<file path="config.mk">
export PLATFORM = sky130hd
export DESIGN_NAME = rx_gasket_ctrl
export DESIGN_NICKNAME = d
export VERILOG_FILES = /design/src/rtl/rx_gasket_ctrl.sv
export SDC_FILE = /design/constraint.sdc
export NUM_CORES = 1
export LEC_CHECK = 0
export ABC_CLOCK_PERIOD_IN_PS = 5400
export BUFFER_PORTS_ARGS = -buffer_cell sky130_fd_sc_hd__buf_2
export CORE_ASPECT_RATIO = 0.6
export CORE_MARGIN = 5
export CORE_UTILIZATION = 45
export CTS_BUF_LIST = sky130_fd_sc_hd__clkbuf_4
export DETAILED_ROUTE_END_ITERATION = 12
export MAX_ROUTING_LAYER = met4
export PLACE_DENSITY = 0.67
export SLEW_MARGIN = 20
export SYNTH_ARGS = -nofsm -noshare
export SYNTH_HDL_FRONTEND = slang
export SYNTH_SLANG_ARGS = --single-unit
</file>
<file path="constraint.sdc">
create_clock -name clk_to_get -period 5.4 [get_ports clk_to_get]
set_input_delay 0.54 -clock clk_to_get [delete_from_list [all_inputs] [get_ports clk_to_get]]
set_output_delay 0.54 -clock clk_to_get [all_outputs]
set_load 0.005 [all_outputs]
</file>
<file path="src/rtl/rx_gasket_ctrl.sv">
// Sequencing controller for the PHY RX byte-to-word packing gasket: COM-based word
// alignment, lane write/commit strobes, SKP removal and lock/alignment error reporting.
module rx_gasket_ctrl #(
  parameter logic [7:0]  COM_SYM    = 8'hBC,
  parameter logic [7:0]  SKP_SYM    = 8'h1C,
  parameter int unsigned LOCK_COUNT = 2,
  parameter int unsigned MAX_MISS   = 4
) (
  input  logic       clk_to_get,
  input  logic       Rst_n,
  input  logic       Rx_valid,
  input  logic       Rx_Datak,
  input  logic [7:0] Data_in,
  input  logic [5:0] width,
  output logic [1:0] lane_sel,
  output logic       lane_wr,
  output logic       word_commit,
  output logic [3:0] k_mask,
  output logic [5:0] width_eff,
  output logic       aligned,
  output logic       skp_drop,
  output logic       align_err,
  output logic [7:0] err_cnt
);

  localparam int unsigned LW = 2;
  localparam int unsigned KW = 4;
  localparam int unsigned CW = 4;
  localparam int unsigned WW = 6;
  localparam int unsigned EW = 8;

  typedef enum logic [1:0] {
    ST_UNLOCKED = 2'd0,
    ST_LOCKING  = 2'd1,
    ST_LOCKED   = 2'd2
  } state_e;

  state_e        state_q, state_d;
  logic [LW-1:0] lc_q, lc_d;
  logic [CW-1:0] good_q, good_d;
  logic [CW-1:0] miss_q, miss_d;
  logic [KW-1:0] k_acc_q, k_acc_d;
  logic [WW-1:0] width_eff_q, width_eff_d;
  logic [LW-1:0] lane_sel_q, lane_sel_d;
  logic          lane_wr_q, lane_wr_d;
  logic          word_commit_q, word_commit_d;
  logic [KW-1:0] k_mask_q, k_mask_d;
  logic          aligned_q, aligned_d;
  logic          skp_drop_q, skp_drop_d;
  logic          align_err_q, align_err_d;
  logic [EW-1:0] err_cnt_q, err_cnt_d;

  logic          is_com_c, is_skp_c, width_ok_c;
  logic          do_write_c, restart_c;
  logic [LW-1:0] last_c, base_lc_c;
  logic [KW-1:0] base_acc_c, acc_new_c;

  function automatic logic [LW-1:0] last_lane(input logic [WW-1:0] w);
    case (w)
      6'd16:   last_lane = 2'd1;
      6'd32:   last_lane = 2'd3;
      default: last_lane = 2'd0;
    endcase
  endfunction

  assign is_com_c   = Rx_valid && Rx_Datak && (Data_in == COM_SYM);
  assign is_skp_c   = Rx_valid && Rx_Datak && (Data_in == SKP_SYM);
  assign width_ok_c = (width == 6'd8) || (width == 6'd16) || (width == 6'd32);

  always_ff @(posedge clk_to_get or negedge Rst_n) begin
    if (!Rst_n) begin
      state_q       <= ST_UNLOCKED;
      lc_q          <= '0;
      good_q        <= '0;
      miss_q        <= '0;
      k_acc_q       <= '0;
      width_eff_q   <= 6'd8;
      lane_sel_q    <= '0;
      lane_wr_q     <= 1'b0;
      word_commit_q <= 1'b0;
      k_mask_q      <= '0;
      aligned_q     <= 1'b0;
      skp_drop_q    <= 1'b0;
      align_err_q   <= 1'b0;
      err_cnt_q     <= '0;
    end else begin
      state_q       <= state_d;
      lc_q          <= lc_d;
      good_q        <= good_d;
      miss_q        <= miss_d;
      k_acc_q       <= k_acc_d;
      width_eff_q   <= width_eff_d;
      lane_sel_q    <= lane_sel_d;
      lane_wr_q     <= lane_wr_d;
      word_commit_q <= word_commit_d;
      k_mask_q      <= k_mask_d;
      aligned_q     <= aligned_d;
      skp_drop_q    <= skp_drop_d;
      align_err_q   <= align_err_d;
      err_cnt_q     <= err_cnt_d;
    end
  end

  always_comb begin
    state_d       = state_q;
    lc_d          = lc_q;
    good_d        = good_q;
    miss_d        = miss_q;
    k_acc_d       = k_acc_q;
    width_eff_d   = width_eff_q;
    lane_sel_d    = '0;
    lane_wr_d     = 1'b0;
    word_commit_d = 1'b0;
    k_mask_d      = '0;
    skp_drop_d    = 1'b0;
    align_err_d   = 1'b0;
    err_cnt_d     = err_cnt_q;
    do_write_c    = 1'b0;
    restart_c     = 1'b0;

    // New width takes effect before the symbol of this cycle is placed
    if (width_ok_c && ((lc_q == '0) || (state_q == ST_UNLOCKED))) width_eff_d = width;
    last_c = last_lane(width_eff_d);

    if (Rx_valid) begin
      case (state_q)
        ST_UNLOCKED: begin
          if (is_com_c) begin
            good_d    = CW'(1);
            restart_c = 1'b1;
            state_d   = (LOCK_COUNT <= 1) ? ST_LOCKED : ST_LOCKING;
          end
        end
        ST_LOCKING: begin
          if (is_skp_c) begin
            skp_drop_d = 1'b1;
          end else if (is_com_c && (lc_q != '0)) begin
            align_err_d = 1'b1;
            good_d      = CW'(1);
            restart_c   = 1'b1;
          end else begin
            do_write_c = 1'b1;
            if (is_com_c) begin
              good_d = good_q + CW'(1);
              if (good_d >= CW'(LOCK_COUNT)) state_d = ST_LOCKED;
            end
          end
        end
        ST_LOCKED: begin
          if (is_skp_c) begin
            skp_drop_d = 1'b1;
          end else if (is_com_c && (lc_q != '0)) begin
            align_err_d = 1'b1;
            miss_d      = miss_q + CW'(1);
            if (miss_d >= CW'(MAX_MISS)) begin
              state_d = ST_UNLOCKED;
              lc_d    = '0;
              k_acc_d = '0;
              good_d  = '0;
              miss_d  = '0;
            end else begin
              restart_c = 1'b1;
            end
          end else begin
            do_write_c = 1'b1;
            if (is_com_c) miss_d = '0;
          end
        end
        default: state_d = ST_UNLOCKED;
      endcase
    end

    // A restart discards the partial word and places the COM on lane 0
    base_lc_c  = restart_c ? '0 : lc_q;
    base_acc_c = restart_c ? '0 : k_acc_q;
    acc_new_c  = base_acc_c | (KW'(Rx_Datak) << base_lc_c);
    if (do_write_c || restart_c) begin
      lane_wr_d  = 1'b1;
      lane_sel_d = base_lc_c;
      if (base_lc_c == last_c) begin
        word_commit_d = 1'b1;
        k_mask_d      = acc_new_c;
        lc_d          = '0;
        k_acc_d       = '0;
      end else begin
        lc_d    = base_lc_c + LW'(1);
        k_acc_d = acc_new_c;
      end
    end

    aligned_d = (state_d == ST_LOCKED);
    if (align_err_d && (err_cnt_q != 8'hFF)) err_cnt_d = err_cnt_q + EW'(1);
  end

  assign lane_sel    = lane_sel_q;
  assign lane_wr     = lane_wr_q;
  assign word_commit = word_commit_q;
  assign k_mask      = k_mask_q;
  assign width_eff   = width_eff_q;
  assign aligned     = aligned_q;
  assign skp_drop    = skp_drop_q;
  assign align_err   = align_err_q;
  assign err_cnt     = err_cnt_q;

endmodule

</file>
==> flow_summary_export.csv <==
group,metric,value,unit
cts,post-cts-setup-buffer-count,0,
floorplanning,io_pins,43,
yosys,avgSynthCellArea,9.90,µm²
timing,rsz_0062_raised_after_global_routing,"false",
global_route,grt.overflow.total,0,
floorplanning,dieArea,6730,µm²
worst_setup_path,regToRegSetupSlack,2.79,ns
cts,hold_buffers,0,
global_route,grt_antenna_before_repair,0,
cts,cts_num_sinks,41,
worst_setup_path,crit_top_cell,"sky130_fd_sc_hd__inv_1",
floorplanning,start_util,0.461,
run,max-cap-violations,0,
place,postPlaceCellArea,2590,µm²
yosys,netlist_instances,234,
worst_setup_path,end_kind,"flip-flop",
power,peakVddDrop,0.173,mV
global_route,grt_first_pass_wirelength,8830,µm
yosys,synth-edff-count,0,
cts,htree_levels,2,
worst_setup_path,crit_chain,"inv_1, ha_1, inv_1, o41ai_1, o211ai_1, o2bb2ai_2, o21a_1, nor4_1",
yosys,synthDominantAreaCellType,"sky130_fd_sc_hd__dfrtp_1",
timing,setup_tns,0,ns
place,dpl.hpwl,3850,µm
worst_setup_path,cp_top_family,"compound AO/OA/AOI/OAI gates",
floorplanning,fp-row-count,20,
worst_setup_path,path_depth,8,
route,detailroute.via_count,1920,
timing,finClkSkew,0.0109,ns
floorplanning,die-height,65.6,µm
timing,final_period_minus_worst_setup_slack,2.61,ns
cts,cts.reportedPaths.clkPinSlew,0.13,ns
cells_and_area,design.final.nets,304,
yosys,fraction_of_registers_with_async_set_or_reset_after_synthesis,1.00,
place,gp_congestion,0.838,
yosys,post-synth-top-area-fraction,0.432,
worst_setup_path,crit_path_top_delay_cell,"sky130_fd_sc_hd__o41ai_1",
yosys,seq_area_frac_synth,0.443,
timing,achievable-frequency,0.383,GHz
cts,cts-buffers-inserted,5,
global_route,first_global_vias,1784,
cells_and_area,finish.cell_count_without_fillers,345,
cells_and_area,n_antenna_cell,0,
timing,maxSlewHeadroom,0.398,
yosys,flip_flop_and_latch_count_after_synthesis,41,
cts,cts-resized-gates,0,
yosys,mappedNetlistArea,2320,µm²
worst_setup_path,critPathBufInv,2,
timing,hold_viol,0,
power,power.leakage,1.29,nW
worst_setup_path,worstSetupStartpointType,"flip-flop",
worst_setup_path,worstPathArrival,2.87,ns
worst_setup_path,critPathKind,"reg -> reg",
timing,setup_violations,0,
yosys,post_synth_num_cell_types,61,
route,drt-initial-drc-count,124,
place,io_buffer_count,42,
worst_setup_path,critical_path.reg2reg.startpoint,"state_q[0]",
route,drc,0,
global_route,grt_start_max_net_pins,42,
worst_setup_path,r2r.worst_path.cells,8,
hold_path,path_class_of_the_lowest_slack_min_delay_path,"in -> async",
global_route,grt_util_all_layers,0.172,
route,detail_route.wl_per_cell,15.2,µm
route,wirelength,5240,µm
cts,cts_buffer_depth,2,
cts,clock_insertion_delay_worst_skew,0.35,ns
yosys,synth_commonest_cells,"40 x sky130_fd_sc_hd__dfrtp_1, 21 x sky130_fd_sc_hd__nand2_1, 13 x sky130_fd_sc_hd__nor2_1",
cells_and_area,layout_cells_sized_above_1,0.233,
worst_setup_path,worst-path-max-fanout,9,
timing,drv_slew,0,
worst_setup_path,cp_slowest_stage_delay,0.61,ns
timing,worstMarginPinSlew,0.903,ns
route,antenna_left,0,
yosys,post-synth-top-count-cell,"sky130_fd_sc_hd__dfrtp_1",
yosys,yosysWarnings,0,
cells_and_area,syn_to_final_growth,15.3,%
worst_setup_path,r2r-end,"k_mask[3]",
cells_and_area,layout.core_utilization,0.531,
floorplanning,die_width,103,µm
route,vias_per_cell,5.57,
yosys,synth.area.top_cells,"sky130_fd_sc_hd__dfrtp_1 43%, sky130_fd_sc_hd__ha_1 4.3%, sky130_fd_sc_hd__nand2_1 3.4%",
cts,clockRootBuffer,"sky130_fd_sc_hd__clkbuf_4",
route,drt-pass1-iter-count,4,
run_status,status,"finished clean",
cts,cts_tree,"built",
power,ratio_of_total_power_to_cell_area,303,nW/µm²
cells_and_area,design_area,2670,µm²
yosys,postSynth.topFlopCell,"sky130_fd_sc_hd__dfrtp_1",
place,dp_cells,337,
timing,fin_crit_sh,0.484,
worst_setup_path,critical_path_required,5.66,ns
floorplanning,design.core.area,5030,µm²
power,total_power,0.809,mW
yosys,synthesis.nets,260,
[registers in the layout, indices dropped and copies added, names as in the netlist, 2 cells and up]
register,cells
good_q,4
lc_q,2
lane_sel,2
err_cnt,8
k_acc_q,4
width_eff,6
miss_q,4
k_mask,4
state_q,2
[stage by stage]
stage	hold slack, ns	setup slack [ns]
2_1_floorplan	0.244	3.10
3_3_place_gp	0.484	2.72
3_5_place_dp	0.484	2.62
4_1_cts	0.335	2.83
5_1_grt	0.391	2.53
6_report	0.305	2.79
[kinds of logic (layout without fill, tap and decap cells)]
family                   Yosys count  after routing  share of synthesized area
multiplexers                       4              4                     0.0184
flip-flops                        41             41                      0.443
XOR/XNOR                           9              9                     0.0340
AND/OR/NAND/NOR                   93             93                      0.232
adder cells (fa/ha/maj)            8              8                     0.0432
buffers and inverters             17             62                     0.0286
AO/OA/AOI/OAI                     62             62                      0.201
[per-layer routing]
metal / wire length (µm) / track usage / part of all wire
met1: 2970 / 0.266 / 0.57
met2: 1840 / 0.218 / 0.35
met3: 396 / 0.0445 / 0.076
met4: 34 / 0.0426 / 0.0065
met5: 0 / - / 0
[layout make-up]
type / count / area, µm²
tap: 66 / 82.6
fill: 466 / 2360
sequential: 41 / 1030
timing repair buffer: 43 / 218
inverter: 11 / 41.3
clock inverter: 3 / 41.3
multi-input combinational: 176 / 1220
clock buffer: 5 / 37.5
[worst max-delay path by stage]
stage	from	end	slack (ns)
finish	state_q[0]	k_mask[3]	2.79
global route	state_q[0]	k_mask[1]	2.53
CTS	state_q[0]	k_mask[3]	2.83
detailed placement	Data_in[6]	k_mask[3]	2.62
global placement	Data_in[6]	k_mask[1]	2.72
floorplan	Data_in[6]	aligned	3.10
[layout by cell type (no fill, tap or decap), types with 2 or more instances in the layout]
| master | instances |
|---|---|
| sky130_fd_sc_hd__a211oi_1 | 2 |
| sky130_fd_sc_hd__a21boi_0 | 2 |
| sky130_fd_sc_hd__a21o_1 | 2 |
| sky130_fd_sc_hd__a21oi_1 | 11 |
| sky130_fd_sc_hd__a31oi_1 | 4 |
| sky130_fd_sc_hd__a41oi_1 | 2 |
| sky130_fd_sc_hd__and2_1 | 4 |
| sky130_fd_sc_hd__and3_1 | 8 |
| sky130_fd_sc_hd__and4_1 | 2 |
| sky130_fd_sc_hd__buf_2 | 42 |
| sky130_fd_sc_hd__clkbuf_4 | 5 |
| sky130_fd_sc_hd__dfrtp_1 | 40 |
| sky130_fd_sc_hd__ha_1 | 8 |
| sky130_fd_sc_hd__inv_1 | 11 |
| sky130_fd_sc_hd__mux2_2 | 2 |
| sky130_fd_sc_hd__mux2i_1 | 2 |
| sky130_fd_sc_hd__nand2_1 | 21 |
| sky130_fd_sc_hd__nand3_1 | 10 |
| sky130_fd_sc_hd__nand3b_1 | 2 |
| sky130_fd_sc_hd__nand4_1 | 2 |
| sky130_fd_sc_hd__nand4b_1 | 2 |
| sky130_fd_sc_hd__nor2_1 | 13 |
| sky130_fd_sc_hd__nor2b_1 | 5 |
| sky130_fd_sc_hd__nor3_1 | 8 |
| sky130_fd_sc_hd__nor4_1 | 3 |
| sky130_fd_sc_hd__o2111ai_1 | 3 |
| sky130_fd_sc_hd__o211a_1 | 2 |
| sky130_fd_sc_hd__o211ai_1 | 3 |
| sky130_fd_sc_hd__o21a_1 | 3 |
| sky130_fd_sc_hd__o21ai_0 | 8 |
| sky130_fd_sc_hd__o221ai_1 | 2 |
| sky130_fd_sc_hd__o31ai_1 | 2 |
| sky130_fd_sc_hd__or2_2 | 2 |
| sky130_fd_sc_hd__or3_1 | 3 |
| sky130_fd_sc_hd__xnor2_1 | 6 |
| sky130_fd_sc_hd__xor2_1 | 3 |
[worst register-to-register path, stage by stage, from the launching register on]
cell	delay (ns)
sky130_fd_sc_hd__dfrtp_1	0.44
sky130_fd_sc_hd__inv_1	0.09
sky130_fd_sc_hd__ha_1	0.25
sky130_fd_sc_hd__inv_1	0.10
sky130_fd_sc_hd__o41ai_1	0.61
sky130_fd_sc_hd__o211ai_1	0.30
sky130_fd_sc_hd__o2bb2ai_2	0.28
sky130_fd_sc_hd__o21a_1	0.19
sky130_fd_sc_hd__nor4_1	0.26
[power by group]
part           internal (mW)  total [mW]  leakage (nW)  switching (mW)
sequential             0.342       0.377         0.530          0.0354
combinational         0.0894       0.232         0.721           0.142
clock                 0.0959       0.200        0.0389           0.104
(Power assumes the default switching activity.)
